--- src/rtl/y86_pkg.sv ---
// Shared Y86-64 definitions: register ids, instruction codes and the
// register-file reset pattern.
package y86_pkg;

    localparam logic [3:0] REG_NONE = 4'hF;
    localparam logic [3:0] RAX = 4'd0;
    localparam logic [3:0] RCX = 4'd1;
    localparam logic [3:0] RDX = 4'd2;
    localparam logic [3:0] RBX = 4'd3;
    localparam logic [3:0] RSP = 4'd4;
    localparam logic [3:0] RBP = 4'd5;
    localparam logic [3:0] RSI = 4'd6;
    localparam logic [3:0] RDI = 4'd7;
    localparam logic [3:0] R8  = 4'd8;
    localparam logic [3:0] R9  = 4'd9;
    localparam logic [3:0] R10 = 4'd10;
    localparam logic [3:0] R11 = 4'd11;
    localparam logic [3:0] R12 = 4'd12;
    localparam logic [3:0] R13 = 4'd13;
    localparam logic [3:0] R14 = 4'd14;

    typedef enum logic [3:0] {
        I_HALT   = 4'h0,
        I_NOP    = 4'h1,
        I_RRMOVQ = 4'h2,
        I_IRMOVQ = 4'h3,
        I_RMMOVQ = 4'h4,
        I_MRMOVQ = 4'h5,
        I_OPQ    = 4'h6,
        I_JXX    = 4'h7,
        I_CALL   = 4'h8,
        I_RET    = 4'h9,
        I_PUSHQ  = 4'hA,
        I_POPQ   = 4'hB
    } icode_t;

    // Low registers count by two; from reg5 upward each value doubles (16 .. 8192).
    function automatic logic [63:0] regfile_init(input int unsigned i);
        if (i < 32'd5) begin
            return 64'(2 * i);
        end
        return 64'd1 << (i - 32'd1);
    endfunction

endpackage

--- src/rtl/y86_sb_scoreboard.sv ---
// Pending-write scoreboard: one bit per register, set by issue, cleared by
// either write port, with busy reads masked by writes completing this cycle.
module y86_sb_scoreboard
    import y86_pkg::*;
#(
    parameter int unsigned NREGS = 15,
    parameter int unsigned IDW   = 4
) (
    input  logic           clk,
    input  logic           rst,
    input  logic [IDW-1:0] issue_id,
    input  logic [IDW-1:0] dstE,
    input  logic [IDW-1:0] dstM,
    input  logic [IDW-1:0] srcA,
    input  logic [IDW-1:0] srcB,
    output logic           busyA,
    output logic           busyB
);

    logic [NREGS-1:0] sb_q;
    logic [NREGS-1:0] sb_d;
    logic [NREGS-1:0] wr;

    always_comb begin
        wr    = '0;
        sb_d  = '0;
        busyA = 1'b0;
        busyB = 1'b0;
        for (int unsigned i = 0; i < NREGS; i++) begin
            wr[i] = (dstE == IDW'(i)) || (dstM == IDW'(i));
            // A new issue outranks a retiring write: it is the younger producer.
            sb_d[i] = (issue_id == IDW'(i)) || (sb_q[i] && !wr[i]);
            if (srcA == IDW'(i)) begin
                busyA = sb_q[i] && !wr[i];
            end
            if (srcB == IDW'(i)) begin
                busyB = sb_q[i] && !wr[i];
            end
        end
    end

    always_ff @(posedge clk or posedge rst) begin
        if (rst) begin
            sb_q <= '0;
        end else begin
            sb_q <= sb_d;
        end
    end

endmodule

--- src/rtl/y86_regfile_mp.sv ---
// Two-read, two-write Y86-64 register file with write-through bypass,
// pending-write scoreboard and a committed-state dump bus.
module y86_regfile_mp
    import y86_pkg::*;
#(
    parameter int unsigned WIDTH  = 64,
    parameter int unsigned NREGS  = 15,
    parameter int unsigned IDW    = 4,
    parameter int unsigned RSP_ID = 4
) (
    input  logic                   clk,
    input  logic                   rst,
    input  logic [IDW-1:0]         srcA,
    input  logic [IDW-1:0]         srcB,
    output logic [WIDTH-1:0]       valA,
    output logic [WIDTH-1:0]       valB,
    output logic                   busyA,
    output logic                   busyB,
    input  logic [IDW-1:0]         dstE,
    input  logic [WIDTH-1:0]       valE,
    input  logic [IDW-1:0]         dstM,
    input  logic [WIDTH-1:0]       valM,
    input  logic [IDW-1:0]         issue_id,
    output logic [WIDTH-1:0]       rsp_o,
    output logic [NREGS*WIDTH-1:0] dump
);

    logic [WIDTH-1:0] regs_q [NREGS];
    logic [WIDTH-1:0] regs_d [NREGS];

    // M is applied after E so it wins on a shared destination; ids that
    // match no register (F or >= NREGS) fall through untouched.
    always_comb begin
        regs_d = regs_q;
        for (int unsigned i = 0; i < NREGS; i++) begin
            if (dstE == IDW'(i)) begin
                regs_d[i] = valE;
            end
            if (dstM == IDW'(i)) begin
                regs_d[i] = valM;
            end
        end
    end

    always_ff @(posedge clk or posedge rst) begin
        if (rst) begin
            for (int unsigned i = 0; i < NREGS; i++) begin
                regs_q[i] <= WIDTH'(regfile_init(i));
            end
        end else begin
            regs_q <= regs_d;
        end
    end

    // Reading the next-state array gives the bypass with the same M-over-E priority.
    always_comb begin
        valA = '0;
        valB = '0;
        for (int unsigned i = 0; i < NREGS; i++) begin
            if (srcA == IDW'(i)) begin
                valA = regs_d[i];
            end
            if (srcB == IDW'(i)) begin
                valB = regs_d[i];
            end
        end
    end

    always_comb begin
        dump = '0;
        for (int unsigned i = 0; i < NREGS; i++) begin
            dump[i*WIDTH +: WIDTH] = regs_q[i];
        end
    end

    assign rsp_o = regs_q[RSP_ID];

    y86_sb_scoreboard #(
        .NREGS(NREGS),
        .IDW  (IDW)
    ) u_sb (
        .clk     (clk),
        .rst     (rst),
        .issue_id(issue_id),
        .dstE    (dstE),
        .dstM    (dstM),
        .srcA    (srcA),
        .srcB    (srcB),
        .busyA   (busyA),
        .busyB   (busyB)
    );

endmodule

--- config.mk ---
export PLATFORM = sky130hd
export DESIGN_NAME = y86_regfile_mp
export DESIGN_NICKNAME = d
export VERILOG_FILES = /design/src/rtl/y86_pkg.sv /design/src/rtl/y86_sb_scoreboard.sv /design/src/rtl/y86_regfile_mp.sv
export SDC_FILE = /design/constraint.sdc
export NUM_CORES = 2
export LEC_CHECK = 0
export ABC_AREA = 1
export CORE_AREA = 2 2 507 509
export CTS_BUF_LIST = sky130_fd_sc_hd__clkbuf_16
export DETAILED_ROUTE_END_ITERATION = 12
export DIE_AREA = 0 0 509 511
export DONT_BUFFER_PORTS = 1
export PLACE_DENSITY = 0.41
export SYNTH_ARGS = -nofsm -noshare
export SYNTH_HDL_FRONTEND = slang
export SYNTH_SLANG_ARGS = --single-unit
--- constraint.sdc ---
create_clock -name clk -period 43.9 [get_ports clk]
set_input_delay 8.78 -clock clk [delete_from_list [all_inputs] [get_ports clk]]
set_output_delay 8.78 -clock clk [all_outputs]
set_load 0.05 [all_outputs]
Word-level counts from Yosys, hierarchy flattened --
Index checks and enable logic that the tools add are counted.
Storage, ports and cells: register bits 975, logic and storage cells 241, bits of input ports 150, output and inout port bits 1154
Operators by class: equality and inequality tests 70, multiplexer cells 90, reduce and logical (&&, ||, !) cells 65
Operator list (count):
- 2-to-1 mux 64 bit | 60
- == test 4 bit, second input constant | 35
- == test 4 x 3 -> 1 bit, second input constant | 20
- == test 4 x 2 -> 1 bit, second input constant | 10
- logical OR 1 bit | 30
- 2-to-1 mux 1 bit | 30
- == test 4 x 1 -> 1 bit, second input constant | 5
- zero test 4 bit | 5
- logical AND 1 bit | 15
- zero test 1 bit | 15

Logic depth before layout (Yosys ltp) --
depth after elaboration 19, depth in mapped cells 17, depth with buffers taken out 16

By module --
Synthesis repeated with hierarchy kept, for this count alone.
Unflattened totals: cells, all modules 9120, area, all modules 61988.2 um^2
Modules (own cells, without submodules):
- y86_regfile_mp | cells each 8902, seq. area each 24041.8 um^2, area each 60681.9 um^2, instances 1
- y86_sb_scoreboard | cells each 218, seq. area each 375.4 um^2, area each 1306.3 um^2, instances 1

Worst setup path before layout --
No wires, ideal clock.
path kind input -> output, from in dstE[3], to out valB[18], arrival time 10659 ps, stages 14, buffers on the path 2, path slack 24461 ps, required time 35120 ps, path through nor2_2 nand2_1 buf_2 buf_2 nand2_1 o21ai_0 a21oi_1 nor2_1 nor2_1 nand4_1 nor2_1 nand4_1 nand2_1 nand4_1
On the way: longest elaborated chain between the ends 18, elaborated cells on any way between the ends 60, classes of those cells eq/ne (14); mux (45); reduce/logical (1)
RTL lines:
- start: declaration | line y86_regfile_mp.sv:19 | input logic [IDW-1:0] dstE,
- zero test 4 bit | line y86_regfile_mp.sv:36 | if (dstE == IDW'(i)) begin
- 2-to-1 mux 64 bit | line y86_regfile_mp.sv:36
- 2-to-1 mux 64 bit | line y86_regfile_mp.sv:39 | if (dstM == IDW'(i)) begin
- 2-to-1 mux 64 bit (14 in a row) | line y86_regfile_mp.sv:63 | if (srcB == IDW'(i)) begin
- 2-to-1 mux 64 bit (*) | line y86_regfile_mp.sv:63
- end: declaration | line y86_regfile_mp.sv:16 | output logic [WIDTH-1:0] valB,
Every way passes the cells marked *; elsewhere a longest branch is shown, timed or not.

Final worst setup path --
from in dstM[2], to out valB[48]
On the way: longest elaborated chain between the ends 17, elaborated cells on any way between the ends 45, classes of those cells eq/ne (14); mux (30); reduce/logical (1)
RTL lines:
- start: declaration | line y86_regfile_mp.sv:21 | input logic [IDW-1:0] dstM,
- zero test 4 bit | line y86_regfile_mp.sv:39
- 2-to-1 mux 64 bit | line y86_regfile_mp.sv:39
- 2-to-1 mux 64 bit (14 in a row) | line y86_regfile_mp.sv:63
- 2-to-1 mux 64 bit (*) | line y86_regfile_mp.sv:63
Marked as above.

==> impl_metrics.xml <==
<?xml version="1.0" encoding="UTF-8"?>
<metrics>
  <group name="die">
    <metric name="fp.dieArea" unit="µm²">260000</metric>
    <metric name="core" unit="µm²">255000</metric>
    <metric name="floorplan.initialDensity" unit="%">23.9</metric>
    <metric name="die_w" unit="µm">509</metric>
    <metric name="top_level_ports" unit="">1304</metric>
    <metric name="rows" unit="">186</metric>
    <metric name="floorplan.die.height" unit="µm">511</metric>
  </group>
  <group name="logic_synthesis">
    <metric name="syn_inst" unit="">9037</metric>
    <metric name="synth_area" unit="µm²">61000</metric>
    <metric name="seq_area_frac_synth" unit="%">40.1</metric>
    <metric name="synthAdderAreaFrac" unit="%">0</metric>
    <metric name="syn-mean-instance-area" unit="µm²">6.75</metric>
    <metric name="area_share_of_and_or_nand_nor_cells_after_synthesis" unit="%">36.1</metric>
    <metric name="yosys.cell_types.count" unit="">27</metric>
    <metric name="synth_xor_area_share" unit="%">0</metric>
    <metric name="synth_compound_area_share" unit="%">14.9</metric>
    <metric name="yosysWarnings" unit="">0</metric>
    <metric name="main_combinational_cell_family_by_area_after_synthesis" unit="">simple AND/OR/NAND/NOR gates</metric>
    <metric name="ys_seq_elements" unit="">975</metric>
    <metric name="muxShareOfSynthArea" unit="%">0</metric>
    <metric name="syn_nets" unit="">9187</metric>
  </group>
  <group name="power_and_ir_drop">
    <metric name="power_report.internal_total" unit="mW">1.90</metric>
    <metric name="p_clk_share" unit="%">26.4</metric>
    <metric name="seqPwrFrac" unit="%">51.7</metric>
    <metric name="ratio_of_total_power_to_cell_area" unit="nW/µm²">61.5</metric>
    <metric name="power.switching" unit="mW">2.29</metric>
    <metric name="power_leakage" unit="nW">29.1</metric>
    <metric name="power.share.switching" unit="%">54.7</metric>
    <metric name="comb_power_share" unit="%">21.9</metric>
    <metric name="worst_ir_drop_vdd" unit="mV">0.0339</metric>
  </group>
  <group name="grt">
    <metric name="first_global_vias" unit="">62300</metric>
    <metric name="initial_antenna_violation_count" unit="">52</metric>
    <metric name="globalRoute.totalOverflow" unit="">0</metric>
    <metric name="grt_pass1_wl" unit="µm">627000</metric>
    <metric name="grt_max_degree" unit="">125</metric>
    <metric name="track_usage" unit="%">35.4</metric>
  </group>
  <group name="clocking">
    <metric name="h-tree-depth" unit="">4</metric>
    <metric name="post-cts-setup-buffer-count" unit="">0</metric>
    <metric name="ctsRootBufferMaster" unit="">sky130_fd_sc_hd__clkbuf_16</metric>
    <metric name="cts_max_path_buffers" unit="">3</metric>
    <metric name="clk-insertion-delay-late" unit="ns">0.83</metric>
    <metric name="tritoncts.num_buffers" unit="">138</metric>
    <metric name="hold_fix_buffers_at_cts" unit="">0</metric>
    <metric name="clock_sinks" unit="">975</metric>
    <metric name="cts_tree" unit="">built</metric>
    <metric name="post_cts_resized" unit="">0</metric>
    <metric name="clkSlewWorstSetupHoldPaths" unit="ns">0.06</metric>
  </group>
  <group name="sta">
    <metric name="rsz_0062_raised_after_global_routing" unit="">no</metric>
    <metric name="period_share" unit="%">52.1</metric>
    <metric name="finClkSkew" unit="ns">0</metric>
    <metric name="max_slew.worst_pin.slew" unit="ns">1.26</metric>
    <metric name="final-max-slew-violation-count" unit="">0</metric>
    <metric name="slew-limit-headroom" unit="%">16.2</metric>
    <metric name="timing.final.crit_period" unit="ns">22.89</metric>
    <metric name="report.final.setup_viol" unit="">0</metric>
    <metric name="achievable-frequency" unit="MHz">43.7</metric>
    <metric name="finalHoldViolCount" unit="">0</metric>
    <metric name="fin_tns_setup" unit="ns">0</metric>
  </group>
  <group name="placement">
    <metric name="hpwl_after_detailed_placement" unit="µm">351000</metric>
    <metric name="gp_congestion" unit="">0.975</metric>
    <metric name="numPortBuffers" unit="">0</metric>
    <metric name="dpl.cell_count" unit="">11800</metric>
  </group>
  <group name="hold_path">
    <metric name="hold_path_cells" unit="">2</metric>
    <metric name="worstHoldEndpoint" unit="">u_sb.sb_q[9]$_DFF_PP0_</metric>
    <metric name="start_point_of_the_worst_min_delay_path" unit="">u_sb.sb_q[9]$_DFF_PP0_</metric>
    <metric name="hp-class" unit="">flip-flop to flip-flop</metric>
  </group>
  <group name="routing">
    <metric name="total_via_count_in_the_routed_design" unit="">70100</metric>
    <metric name="remaining_drc_errors" unit="">0</metric>
    <metric name="via_per_inst" unit="">5.79</metric>
    <metric name="post_drt_wl_per_cell" unit="µm">39.6</metric>
    <metric name="detail_route.first_pass.iterations" unit="">9</metric>
    <metric name="routed_wirelength" unit="µm">480000</metric>
    <metric name="drt_iter0_markers" unit="">10500</metric>
    <metric name="postRouteAntennaNets" unit="">0</metric>
  </group>
  <group name="setup_path">
    <metric name="crit_fanout" unit="">39</metric>
    <metric name="reg2reg_slack" unit="ns">42.19</metric>
    <metric name="worstPathArrival" unit="ns">14.11</metric>
    <metric name="ff2ff_path_depth" unit="">2</metric>
    <metric name="end_kind" unit="">output pin</metric>
    <metric name="r2r-start" unit="">rsp_o[42]$_DFF_PP0_</metric>
    <metric name="worstSetupStartpoint" unit="">dstM[2]</metric>
    <metric name="type_of_element_launching_the_critical_path" unit="">primary input</metric>
    <metric name="r2r_end" unit="">rsp_o[42]$_DFF_PP0_</metric>
    <metric name="critPathRequiredTime" unit="ns">35.12</metric>
    <metric name="worstSetupPathType" unit="">primary input to output pin</metric>
  </group>
  <group name="status">
    <metric name="status" unit="">completed</metric>
  </group>
  <group name="final_layout">
    <metric name="final_layout_size_suffix_gt1_share" unit="%">5.51</metric>
    <metric name="num-nets-final" unit="">8724</metric>
    <metric name="syn_to_final_growth" unit="%">11.7</metric>
    <metric name="final_cells" unit="">12100</metric>
  </group>
  <group name="job">
    <metric name="cap_viol_max_count" unit="">0</metric>
  </group>
</metrics>
==> cells in the mapped netlist <==
cell type | n | area (µm²)
sky130_fd_sc_hd__o211ai_1 | 259 | 1940
sky130_fd_sc_hd__nor2_2 | 2 | 12.5
sky130_fd_sc_hd__nand3_1 | 1131 | 5660
sky130_fd_sc_hd__and2_1 | 253 | 1580
sky130_fd_sc_hd__nor2_1 | 687 | 2580
sky130_fd_sc_hd__or2_2 | 36 | 225
sky130_fd_sc_hd__or2_0 | 1 | 6.26
sky130_fd_sc_hd__nand2_1 | 2534 | 9510
sky130_fd_sc_hd__o21ai_1 | 34 | 170
sky130_fd_sc_hd__nor3_1 | 2 | 10.0
sky130_fd_sc_hd__dfstp_2 | 15 | 394
sky130_fd_sc_hd__inv_1 | 516 | 1940
sky130_fd_sc_hd__clkinv_1 | 57 | 214
sky130_fd_sc_hd__a31oi_1 | 56 | 350
sky130_fd_sc_hd__nor2_4 | 1 | 11.3
sky130_fd_sc_hd__clkbuf_2 | 8 | 40.0
sky130_fd_sc_hd__a21oi_1 | 681 | 3410
sky130_fd_sc_hd__o21a_1 | 8 | 60.1
sky130_fd_sc_hd__buf_2 | 61 | 305
sky130_fd_sc_hd__o22ai_1 | 1 | 6.26
sky130_fd_sc_hd__o21ai_0 | 632 | 3160
sky130_fd_sc_hd__nand4_1 | 383 | 2400
sky130_fd_sc_hd__clkbuf_1 | 565 | 2120
sky130_fd_sc_hd__buf_1 | 81 | 304
sky130_fd_sc_hd__buf_4 | 66 | 495
sky130_fd_sc_hd__dfrtp_1 | 960 | 24000
sky130_fd_sc_hd__inv_2 | 7 | 26.3
==> cell usage in the layout, fill, tap and decap left out, drive strengths merged <==
cell | netlist | routed
a31oi | 56 | 56
inv | 523 | 577
nor3 | 2 | 2
diode | 0 | 44
nand4 | 383 | 383
a21oi | 681 | 681
nor2 | 690 | 690
nand2 | 2534 | 2534
nand3 | 1131 | 1131
o211ai | 259 | 259
bufinv | 0 | 4
and2 | 253 | 253
clkinv | 57 | 104
o21ai | 666 | 666
buf | 208 | 178
dfstp | 15 | 15
o21a | 8 | 8
clkbuf | 573 | 143
dfrtp | 960 | 960
o22ai | 1 | 1
or2 | 37 | 37
==> layer usage <==
layer	up-vias	track usage (%)	share of wire, %
met5	-	0.426	0.066
met4	26	13.4	4.6
met3	647	17.1	15
met2	5128	47.8	39
met1	35100	47.9	42
li1	29200	-	-
==> worst max-delay path, stage by stage <==
cell and delay, ns:
sky130_fd_sc_hd__nor2_1 0.54, sky130_fd_sc_hd__nand2_4 0.48, sky130_fd_sc_hd__inv_2 0.74, sky130_fd_sc_hd__buf_4 0.71
sky130_fd_sc_hd__nand2_1 0.20, sky130_fd_sc_hd__nand3_1 0.14, sky130_fd_sc_hd__nand3_1 0.09, sky130_fd_sc_hd__nor2_1 0.49
sky130_fd_sc_hd__nand4_1 0.27, sky130_fd_sc_hd__nor2_1 0.59, sky130_fd_sc_hd__nand4_1 0.18, sky130_fd_sc_hd__nand2_1 0.16
sky130_fd_sc_hd__nand4_1 0.55
==> state kept, by name (all words and copies together), names as in the netlist <==
signal     flops
dump         896
rsp_o         64
u_sb.sb_q     15
==> cell type report <==
class                           count  area, µm²
Antenna cell                       44        110
Clock buffer                      143       3580
Clock inverter                    105        578
Fill cell                       28100     187000
Inverter                          580       2200
Multi-Input combinational cell   6701      31500
Sequential cell                   975      24400
Tap cell                         3384       4230
Timing Repair Buffer              178       1420
==> power groups by stage <==
stage / clock, mW / combinational [mW] / sequential, mW
after global routing: 1.15 / 0.978 / 2.17
after detailed placement: 0 / 0.885 / 2.17
after CTS: 1.12 / 0.888 / 2.16
after global placement: 0 / 0.877 / 2.18
after floorplan: 0 / 0.637 / 1.89
final: 1.11 / 0.917 / 2.16
==> kinds of logic after synthesis <==
family | after synthesis
AO/OA/AOI/OAI | 1671
buffers and inverters | 1361
flip-flops | 975
AND/OR/NAND/NOR | 5030
==> per-stage QoR <==
| stage | setup slack [ns] | area [µm²] | hold WS, ns | utilization [%] | total power, mW |
|---|---|---|---|---|---|
| 2_1_floorplan | 7.72 | 61000 | 0.483 | - | 2.53 |
| 3_3_place_gp | 21.36 | 63800 | 0.508 | 25.0 | 3.05 |
| 3_5_place_dp | 21.36 | 63800 | 0.510 | 25.0 | 3.06 |
| 4_1_cts | 21.35 | 68000 | 0.526 | 26.6 | 4.16 |
| 5_1_grt | 21.11 | 68000 | 0.565 | 26.6 | 4.30 |
| 6_report | 21.01 | 68100 | 0.528 | 26.7 | 4.19 |
==> worst max-delay path by stage <==
stage	to	slack [ns]
after floorplan	dump[0]$_DFF_PP0_	7.72
after global placement	valA[63]	21.36
after detailed placement	valA[63]	21.36
after CTS	valA[63]	21.35
after global routing	valB[48]	21.11
final	valB[48]	21.01
(Power assumes the default switching activity.)
